## src/rtl/comb_multiplier_if.sv

```systemverilog
// ============================================================================
// comb_multiplier_if : operand/product bundle for the array multiplier. Rev 1.0
// ============================================================================
`default_nettype none

interface comb_multiplier_if #(
  parameter int N = 8
);
  logic [N-1:0]   A;
  logic [N-1:0]   B;
  logic [2*N-1:0] Q;

  modport master (output A, output B, input Q);
  modport slave  (input A, input B, output Q);
endinterface

`default_nettype wire

```

## src/rtl/comb_multiplier.sv

```systemverilog
// ============================================================================
// comb_multiplier : unsigned N x N -> 2N AND/full-adder array, registered Q. Rev 1.0
// ============================================================================
`default_nettype none

module comb_multiplier #(
  parameter int N = 8
) (
  input  wire               clock,
  input  wire               nreset,
  comb_multiplier_if.slave  bus
);

  wire [2*N-1:0] prod;
  logic [2*N-1:0] q_reg;

  // Each row holds an (N+1)-bit running sum; its LSB is a finished product bit
  // and the upper N bits are added to the next partial-product row.
  for (genvar i = 0; i < N; i++) begin : g_row
    wire [N-1:0] pp;
    wire [N:0]   acc;

    assign pp = bus.A & {N{bus.B[i]}};

    if (i == 0) begin : g_first
      assign acc = {1'b0, pp};
    end else begin : g_add
      for (genvar j = 0; j < N; j++) begin : g_fa
        wire x;
        wire y;
        wire ci;
        wire s;
        wire co;

        assign x = pp[j];
        assign y = g_row[i-1].acc[j+1];

        if (j == 0) begin : g_cin0
          assign ci = 1'b0;
        end else begin : g_cinj
          assign ci = g_fa[j-1].co;
        end

        assign s      = x ^ y ^ ci;
        assign co     = (x & y) | (ci & (x ^ y));
        assign acc[j] = s;

        if (j == N - 1) begin : g_cout
          assign acc[N] = co;
        end
      end
    end

    assign prod[i] = acc[0];
  end

  assign prod[2*N-1:N] = g_row[N-1].acc[N:1];

  always_ff @(posedge clock or negedge nreset) begin
    if (!nreset) begin
      q_reg <= '0;
    end else begin
      q_reg <= prod;
    end
  end

  assign bus.Q = q_reg;

endmodule

`default_nettype wire

```

## src/flat_wrapper.sv

```systemverilog
// flat-port wrapper written by rule: the top's interface ports become plain ports
module comb_multiplier_flat 
#(
  parameter int N = 8
)
  (clock, nreset, bus_A, bus_B, bus_Q);
  comb_multiplier_if #(.N(N)) bus_i ();
  input  wire clock;
  input  wire nreset;
  input wire logic [$bits(bus_i.A)-1:0] bus_A;
  input wire logic [$bits(bus_i.B)-1:0] bus_B;
  output wire logic [$bits(bus_i.Q)-1:0] bus_Q;
  assign bus_i.A = bus_A;
  assign bus_i.B = bus_B;
  assign bus_Q = bus_i.Q;
  comb_multiplier #(.N(N)) u_core (.clock(clock), .nreset(nreset), .bus(bus_i));
endmodule
```

## config.mk

```make
export PLATFORM = sky130hd
export DESIGN_NAME = comb_multiplier_flat
export DESIGN_NICKNAME = d
export VERILOG_FILES = /design/src/rtl/comb_multiplier_if.sv /design/src/rtl/comb_multiplier.sv /design/src/flat_wrapper.sv
export SDC_FILE = /design/constraint.sdc
export NUM_CORES = 1
export LEC_CHECK = 0
export ABC_CLOCK_PERIOD_IN_PS = 800
export CAP_MARGIN = 20
export CORE_MARGIN = 1
export CORE_UTILIZATION = 40
export CTS_CLUSTER_SIZE = 25
export DETAILED_ROUTE_END_ITERATION = 7
export HOLD_SLACK_MARGIN = 0.02
export PLACE_DENSITY = 0.61
export REMOVE_ABC_BUFFERS = 1
export SYNTH_ARGS = -nofsm -noshare
export SYNTH_HDL_FRONTEND = slang
export SYNTH_SLANG_ARGS = --single-unit
export TNS_END_PERCENT = 30
```

## constraint.sdc

```tcl
create_clock -name clock -period 0.8 [get_ports clock]
set_input_delay 0.12 -clock clock [delete_from_list [all_inputs] [get_ports clock]]
set_output_delay 0.12 -clock clock [all_outputs]
set_load 0.005 [all_outputs]
```

==> flow_summary.ini <==
[routing]
wl_um = 3210
final_antenna_net_count = 0
routed_via_density = 4.56
dr.pass1.iters = 4
wl_per_cell_um = 12.0
drc = 0
vias = 1217
first_iter_violations = 21

[critical_path]
arrival_ps = 8170
cp.required_ps = 930
cp_slowest_cell = fa_2
crit_type = primary input to register
worstSetupEndpointType = register
cpMostUsedCell = fa_2
max_stage_delay_ps = 570
startpoint = bus_B[1]
path_max_fanout = 2
cp-start-kind = primary input
path_cells = buf_6, and2_4, ha_4, inv_2, fa_2, fa_2, fa_2, fa_2, fa_2, fa_2, fa_2, fa_2, fa_2, fa_2, fa_2, fa_2, fa_2, fa_2, fa_2, fa_2, fa_2, fa_2, inv_2, fa_1

[global_routing]
grt_max_degree = 17
grt_pass1_wl_um = 6130
track_usage = 0.159
overflow = 0
antenna_found_initial = 0
first_global_vias = 1378

[sta]
tightest_slew_ps = 276
clock.fmax_mhz = 124
post-route-period-util = 10.0
setup_slack_ps = -7240
min_period_ps = 8040
rsz0062_at_grt = true
holdWs_ps = 196
slew_violations = 0
hold_viol = 0
setup_viol = 30
timing.slew.headroom = 0.815
setup_tns_ps = -65820

[cts]
cts_root_buf = clkbuf_8
cts_hold_buffers = 0
clockBufferDepth = 2
cts_post_setup_buffers_inserted = 0
clkSinkCount = 16
h-tree-depth = 1
clk_pin_slew_worst_paths_ps = 60
cts_buffers = 3
cts_tree = yes

[yosys]
synthDistinctLibCells = 7
synth-seq-cells = 16
synth_seq_area_share = 0.214
syn-cell-area_um2 = 1870
synthCells = 167
yosysWarningCount = 0
avgSynthCellArea_um2 = 11.2

[outcome]
status = finished, violations left
violations = negative setup slack

[floorplanning]
rows = 24
fp.dieArea_um2 = 4940
core_region_area_um2 = 4410
die_w_um = 70.3
pin_count = 34
initial_utilization = 0.423
die_y_um = 70.3

[power_and_ir_drop]
power.total_mw = 8.06
irDropWorstVdd_mv = 1.56
p_leak_nw = 1.04
powerDensity_nw_per_um2 = 3190

[finish]
n_antenna_cell = 0
fin_nets = 290
stdcell_area_um2 = 2530
largest_register_ffs = 16
fin_util = 0.573
stdcell_count = 267
area_growth_pct = 35.6
final_layout_size_suffix_gt1_frac = 0.502
num-fill-cells = 372

[placement]
io_buffers = 33
place_area_um2 = 2370
pre_cts_ws_ps = -8450
dp_hpwl_um = 2770
gp_congestion = 0.763
place_inst = 263

[run]
cap_violations = 0

[worst_hold_path]
hold_class = primary input to async pin
==> layout by cell type (no fill, tap or decap) <==
master / n
inv_2: 19
buf_6: 4
fa_1: 7
buf_12: 1
and2_4: 2
and2_1: 15
fa_2: 41
clkbuf_8: 4
clkbuf_2: 14
inv_1: 7
ha_4: 6
nand2_1: 47
dlygate4sd2_1: 1
dfrtp_1: 16
buf_2: 2
clkdlybuf4s50_1: 12
buf_4: 15
ha_1: 2
==> worst paths after layout <==
kind	end	slack (ps)	cells after the start
setup / recovery	u_core.bus.Q[14]$_DFF_PN0_	-7240	24
hold / removal	u_core.bus.Q[12]$_DFF_PN0_	200	2
max in group asynchronous	u_core.bus.Q[2]$_DFF_PN0_	490	2
min in group clock	u_core.bus.Q[0]$_DFF_PN0_	210	3
==> where the power goes <==
part	total (mW)	internal (mW)	switching (mW)	leakage, nW
logic	6.01	3.08	2.93	0.816
clock network	0.726	0.437	0.289	0.0288
registers	1.33	1.26	0.0678	0.192
==> layer usage <==
metal  global-route usage  routed length [µm]
met1                0.199                1300
met5                    0                   0
met3               0.0231                  92
met4               0.0600                  59
met2                0.278                1760
==> repair_timing <==
item                       in CTS  in global routing
pin swaps                      48                 41
gates resized for setup       119                 19
setup endpoints to repair      31                 30
==> critical path, delay by kind of cell <==
kind,cells,cell delay [ps]
adders and majority gates,20,7730
and+or+nand+nor,1,140
buffers and inverters,3,160
==> layout make-up <==
cell class | count | area (µm²) | area share
multi-input cells | 120 | 1530 | 0.603
repair buffers | 49 | 387 | 0.153
well taps | 52 | 65.1 | 0.0257
flip-flops and latches | 16 | 400 | 0.158
clock buffers | 4 | 55.1 | 0.0217
inverters | 26 | 97.6 | 0.0386
==> kinds of logic (layout without fill, tap and decap cells) <==
group / Yosys count / after routing / share of synthesized area
simple gates: 64 / 64 / 0.151
fa+ha+maj: 56 / 56 / 0.568
buf+inv: 31 / 79 / 0.0657
flops: 16 / 16 / 0.214
==> Yosys cell counts, drive strengths merged <==
master | instances | area, µm²
fa | 48 | 961
and2 | 17 | 106
buf | 5 | 25.0
ha | 8 | 100
nand2 | 47 | 176
inv | 26 | 97.6
dfrtp | 16 | 400
Power figures use the tool's default switching activity.
